===== src/rtl/vga_color_pipe.sv =====
// vga_color_pipe: two-stage pixel colouriser feeding the VGA DAC.
// S1 registers the pixel and does the palette read; S2 expands the colour,
// applies the fade brightness and blanks outside active video.
module vga_color_pipe #(
    parameter int unsigned IN_W     = 8,
    parameter int unsigned CH_W     = 4,
    parameter int unsigned BR_W     = 4,
    parameter int unsigned FADE_DIV = 2
) (
    input  logic                clk_25m,
    input  logic                rst_n,
    input  logic                valid,
    input  logic [IN_W-1:0]     screen_data,
    input  logic [1:0]          mode,
    input  logic                pal_we,
    input  logic [IN_W-1:0]     pal_addr,
    input  logic [3*CH_W-1:0]   pal_wdata,
    input  logic                frame_tick,
    input  logic                fade_start,
    input  logic                fade_dir,
    output logic [3*CH_W-1:0]   rgb,
    output logic                rgb_valid,
    output logic                fade_busy,
    output logic                fade_done
);

    localparam int unsigned RGB_W  = 3 * CH_W;
    localparam int unsigned GREY_W = (CH_W < IN_W) ? CH_W : IN_W;
    localparam int unsigned PROD_W = CH_W + BR_W + 1;
    localparam int unsigned DIV_W  = $clog2(FADE_DIV + 1);

    localparam logic [BR_W:0]    LVL_FULL = {1'b1, {BR_W{1'b0}}};
    localparam logic [BR_W:0]    LVL_ZERO = '0;
    localparam logic [DIV_W-1:0] DIV_LAST = DIV_W'(FADE_DIV);

    typedef enum logic [1:0] {
        IDLE,
        FADE_OUT,
        FADE_IN
    } fade_state_t;

    // Palette storage and S1 pipeline registers
    logic [RGB_W-1:0] r_pal [0:(1<<IN_W)-1];
    logic [RGB_W-1:0] r_s1_pal;
    logic [IN_W-1:0]  r_s1_data;
    logic             r_s1_valid;
    logic [1:0]       r_s1_mode;

    // Fade engine state
    fade_state_t      r_state;
    fade_state_t      w_state_nx;
    logic [BR_W:0]    r_level;
    logic [BR_W:0]    w_level_nx;
    logic [BR_W:0]    w_target;
    logic [DIV_W-1:0] r_div;
    logic [DIV_W-1:0] w_div_nx;
    logic [DIV_W-1:0] w_div_inc;
    logic             r_done;
    logic             w_done_nx;

    // Colour expansion wires
    logic [3*CH_W-1:0]      w_rep_c0;
    logic [3*CH_W-1:0]      w_rep_c1;
    logic [2*CH_W-1:0]      w_rep_c2;
    logic [GREY_W*CH_W-1:0] w_rep_grey;
    logic [CH_W-1:0]        w_c0;
    logic [CH_W-1:0]        w_c1;
    logic [CH_W-1:0]        w_c2;

    // Palette write and synchronous read; read-during-write returns the old entry
    always_ff @(posedge clk_25m) begin
        if (pal_we) begin
            r_pal[pal_addr] <= pal_wdata;
        end
        r_s1_pal <= r_pal[screen_data];
    end

    // S1: capture pixel code, qualifier and mode
    always_ff @(posedge clk_25m) begin
        if (!rst_n) begin
            r_s1_valid <= 1'b0;
            r_s1_data  <= '0;
            r_s1_mode  <= '0;
        end else begin
            r_s1_valid <= valid;
            r_s1_data  <= screen_data;
            r_s1_mode  <= mode;
        end
    end

    // Field widening by repetition: the top CH_W bits of the repeated field
    // give MSB-first bit replication (abc -> abca, ab -> abab).
    assign w_rep_c0   = {CH_W{r_s1_data[7:5]}};
    assign w_rep_c1   = {CH_W{r_s1_data[4:2]}};
    assign w_rep_c2   = {CH_W{r_s1_data[1:0]}};
    assign w_rep_grey = {CH_W{r_s1_data[IN_W-1 -: GREY_W]}};

    // Channel selection by the per-pixel mode carried through S1
    always_comb begin
        w_c0 = w_rep_c0[3*CH_W-1 -: CH_W];
        w_c1 = w_rep_c1[3*CH_W-1 -: CH_W];
        w_c2 = w_rep_c2[2*CH_W-1 -: CH_W];
        case (r_s1_mode)
            2'd1: begin
                w_c0 = r_s1_pal[CH_W-1:0];
                w_c1 = r_s1_pal[2*CH_W-1:CH_W];
                w_c2 = r_s1_pal[3*CH_W-1:2*CH_W];
            end
            2'd2: begin
                w_c0 = w_rep_grey[GREY_W*CH_W-1 -: CH_W];
                w_c1 = w_rep_grey[GREY_W*CH_W-1 -: CH_W];
                w_c2 = w_rep_grey[GREY_W*CH_W-1 -: CH_W];
            end
            default: begin
            end
        endcase
    end

    function automatic logic [CH_W-1:0] scale(input logic [CH_W-1:0] c,
                                              input logic [BR_W:0]   lvl);
        logic [PROD_W-1:0] p;
        p = PROD_W'(c) * PROD_W'(lvl);
        return p[BR_W +: CH_W];
    endfunction

    // S2: scale by brightness and blank outside active video
    always_ff @(posedge clk_25m) begin
        if (!rst_n) begin
            rgb       <= '0;
            rgb_valid <= 1'b0;
        end else begin
            rgb_valid <= r_s1_valid;
            if (r_s1_valid) begin
                rgb <= {scale(w_c2, r_level), scale(w_c1, r_level), scale(w_c0, r_level)};
            end else begin
                rgb <= '0;
            end
        end
    end

    // Fade engine state register
    always_ff @(posedge clk_25m) begin
        if (!rst_n) begin
            r_state <= IDLE;
            r_level <= LVL_FULL;
            r_div   <= '0;
            r_done  <= 1'b0;
        end else begin
            r_state <= w_state_nx;
            r_level <= w_level_nx;
            r_div   <= w_div_nx;
            r_done  <= w_done_nx;
        end
    end

    assign w_div_inc = r_div + 1'b1;
    assign w_target  = (r_state == FADE_IN) ? LVL_FULL : LVL_ZERO;

    // Fade next-state: frame ticks are divided, each step moves level by one,
    // and reaching the target (or starting there) completes the fade.
    always_comb begin
        w_state_nx = r_state;
        w_level_nx = r_level;
        w_div_nx   = r_div;
        w_done_nx  = 1'b0;
        case (r_state)
            IDLE: begin
                if (fade_start) begin
                    w_state_nx = fade_dir ? FADE_IN : FADE_OUT;
                    w_div_nx   = '0;
                end
            end
            default: begin
                if (frame_tick) begin
                    if (w_div_inc == DIV_LAST) begin
                        w_div_nx = '0;
                        if (r_level == w_target) begin
                            w_state_nx = IDLE;
                            w_done_nx  = 1'b1;
                        end else begin
                            w_level_nx = (r_state == FADE_IN) ? r_level + 1'b1
                                                              : r_level - 1'b1;
                            if (w_level_nx == w_target) begin
                                w_state_nx = IDLE;
                                w_done_nx  = 1'b1;
                            end
                        end
                    end else begin
                        w_div_nx = w_div_inc;
                    end
                end
            end
        endcase
    end

    assign fade_busy = (r_state != IDLE);
    assign fade_done = r_done;

endmodule


===== config.mk =====
export PLATFORM = sky130hd
export DESIGN_NAME = vga_color_pipe
export DESIGN_NICKNAME = d
export VERILOG_FILES = /design/src/rtl/vga_color_pipe.sv
export SDC_FILE = /design/constraint.sdc
export NUM_CORES = 2
export LEC_CHECK = 0
export CAP_MARGIN = 10
export CORE_MARGIN = 8
export CORE_UTILIZATION = 30
export DETAILED_ROUTE_END_ITERATION = 7
export GPL_TIMING_DRIVEN = 0
export HOLD_SLACK_MARGIN = 0.03
export PLACE_DENSITY = 0.43
export RECOVER_POWER = 100
export SLEW_MARGIN = 20
export SYNTH_ARGS = -nofsm -noshare
export SYNTH_HDL_FRONTEND = slang
export SYNTH_SLANG_ARGS = --single-unit

===== constraint.sdc =====
create_clock -name clk_25m -period 8.83 [get_ports clk_25m]
set_clock_uncertainty 0.2 [all_clocks]
set_input_delay 2.649 -clock clk_25m [delete_from_list [all_inputs] [get_ports clk_25m]]
set_output_delay 2.649 -clock clk_25m [all_outputs]
set_load 0.01 [all_outputs]

==> results.cfg <==
[logic_synthesis]
syn_area_per_cell_um2 = 21.9
yosysUniqueCellTypes = 60
ys_ff_latch = 3118
synth_edf_count = 3072
async_reset_ff_share_pct = 0
synth_flop_cell = edfxtp_1
synth_top_area_share_pct = 76.6
yosys.area.top_type = edfxtp_1
synth_cells = 5504
synth_area_um2 = 120000
syn-num-nets = 5590
ys_top_cells_by_area = edfxtp_1 (77%), mux4_2 (14%), a22oi_1 (1.1%), nor2_1 (0.89%), dfxtp_1 (0.76%)
synth_warnings = 0
synth_sequential_area_ratio_pct = 77.3

[global_routing]
grt_usage_pct = 20.4
grt_pass1_vias = 62800
grt_overflow = 0
grt_first_pass_wirelength_um = 586000
antenna_found_initial = 58
grt_max_degree = 129

[timing]
drv_slew = 2921
hold_viol = 0
rsz0062_at_grt = no
min_period_ns = 8.57
post-route-period-util_pct = 97.1
finalSetupViolations = 0
setup_ws_ns = 0.256
fmax_ghz = 0.117
worstMarginPinSlew_ns = 4.80
relSlewSlack_pct = -220

[drt]
viasPerCell = 5.38
routed_wirelength_um = 445000
drtIter0Drc = 8248
dr.pass1.iters = 6
wire_per_inst_um = 38.3
vias = 62600
drc = 0
drtAntennaViolNets = 0

[power]
total_power_uw = 32100
p_per_area_nw_per_um2 = 231
p_leak_uw = 0.0424
vdd_drop_max_v = 0.000145

[finish]
drive_above_1_share_pct = 22.8
layout_common_cells = edfxtp_1 (3,072), mux4_2 (748), clkbuf_1 (357)
fillers = 37300
syn_to_final_growth_pct = 15.4
nets = 6155
final_common_cell = edfxtp_1

[floorplan]
die_area_um2 = 422000
pin_count = 52
start_util_pct = 30.1
die_w_um = 650
die_y_um = 650
core_area_um2 = 400000
placementRows = 232

[worst_setup_path]
crit_type = primary input to flip-flop
worstPathMaxFanout = 10
cp-start-kind = primary input
cp-end-kind = flip-flop
arrival_ns = 9.04
crit_required_ns = 9.30

[outcome]
outcome = complete, but fails checks
violations = max-capacitance violations, max-slew violations

[clocking]
root_buffer = clkbuf_16
clk_latency_ns = 0.96
holdBufCountCts = 0
cts_tree = yes
numCtsBuffers = 345
cts_max_path_buffers = 4
cts.sinks = 3118
clkTransAtPathRegs_ns = 0.06
cts_setup_buffers = 0
cts_resized = 0
h-tree-depth = 5

[worst_hold_path]
worstHoldPathType = flip-flop to flip-flop

[placed_design]
hpwlAfterDp_um = 309000
dp_slack_ns = -0.107
gp_congestion = 0.904
io_buffer_count = 43

[run]
maxCapViolations = 61
==> through the flow <==
step	TNS [ns]	hold WS [ns]	instances	utilization, %	cell area (µm²)
3_3_place_gp	-	0.252	10800	31.9	127000
6_report	0	0.267	11600	34.8	139000
3_5_place_dp	-0.342	0.258	11000	32.8	131000
4_1_cts	0	0.267	11600	35.5	142000
2_1_floorplan	0	0.245	5504	-	120000
5_1_grt	0	0.274	11600	34.8	139000
==> critical path, stage by stage <==
cell             delay, ns
clkdlybuf4s50_1       0.79
buf_2                 0.53
nor2b_1               0.64
clkbuf_1              0.93
clkbuf_1              0.86
a22oi_1               0.32
a22oi_1               0.36
o21ai_1               0.45
nor4_1                1.45
==> area by class of cell <==
type	count	area [µm²]	area share [%]
multi-input cells	2029	25300	18.2
inverters	26	97.6	0.0702
flip-flops and latches	3118	93200	67.0
well taps	5265	6590	4.74
repair buffers	218	1200	0.867
clock inverters	195	1670	1.20
clock buffers	417	9010	6.48
plain buffers	331	1970	1.41
diodes	24	60.1	0.0432
==> routing by layer <==
metal / GRT usage [%] / vias to the layer above / wire (µm)
met1: 27.7 / 34600 / 185000
li1: - / 24500 / -
met3: 3.91 / 706 / 32600
met4: 8.47 / 6 / 22900
met2: 32.3 / 2703 / 205000
met5: 0 / - / 40
==> report_power, final <==
group	total [µW]	internal, µW	switching [µW]
Clock	13900	7890	6040
Combinational	1850	514	1340
Sequential	16300	16300	13.9
==> kinds of logic after synthesis <==
group / after synthesis / share of synthesized area [%]
flops: 3118 / 77.3
mux: 837 / 14.8
simple gates: 602 / 2.36
compound gates: 523 / 3.07
buf+inv: 357 / 1.71
fa+ha+maj: 49 / 0.609
xor+xnor: 18 / 0.131
==> worst paths after layout <==
path / from / endpoint / slack (ns) / cells past startpoint
max: screen_data[2] / r_s1_pal[4]$_DFF_P_ / 0.26 / 9
min: r_div[1]$_SDFFE_PN0P_ / r_div[1]$_SDFFE_PN0P_ / 0.27 / 1
max reg2reg: r_s1_mode[0]$_SDFF_PN0_ / rgb[11]$_SDFF_PN0_ / 4.37 / 15
min reg2reg: r_div[1]$_SDFFE_PN0P_ / r_div[1]$_SDFFE_PN0P_ / 0.27 / 1
==> sequential cells by signal, indices dropped and copies added, names as in the netlist, 2 cells and up <==
register	count
r_s1_mode	2
r_s1_pal	12
r_pal	3072
r_state	2
r_level	5
r_s1_data	8
rgb	12
r_div	2
==> synth_stat cells, types with 4 or more instances <==
| cell type | count |
|---|---|
| buf_6 | 30 |
| o211ai_1 | 39 |
| dfxtp_1 | 46 |
| buf_2 | 88 |
| a21oi_1 | 68 |
| nor4_1 | 38 |
| nor3_1 | 59 |
| inv_1 | 26 |
| a211oi_1 | 10 |
| o21ai_0 | 17 |
| buf_12 | 9 |
| a22oi_1 | 177 |
| nand4_1 | 14 |
| nand2_1 | 71 |
| nor2b_1 | 17 |
| o21ai_1 | 4 |
| a221oi_1 | 44 |
| ha_1 | 33 |
| or3_1 | 5 |
| nand3_1 | 25 |
| edfxtp_1 | 3072 |
| clkbuf_1 | 134 |
| or2_2 | 8 |
| and2_1 | 41 |
| nand2b_1 | 16 |
| fa_1 | 16 |
| a22o_1 | 46 |
| buf_1 | 11 |
| xnor2_1 | 16 |
| a21o_1 | 5 |
| o22ai_1 | 100 |
| mux2i_1 | 82 |
| a31oi_1 | 5 |
| mux4_2 | 748 |
| mux4_1 | 5 |
| nor2_1 | 287 |
| buf_4 | 55 |
Power figures use the tool's default switching activity.
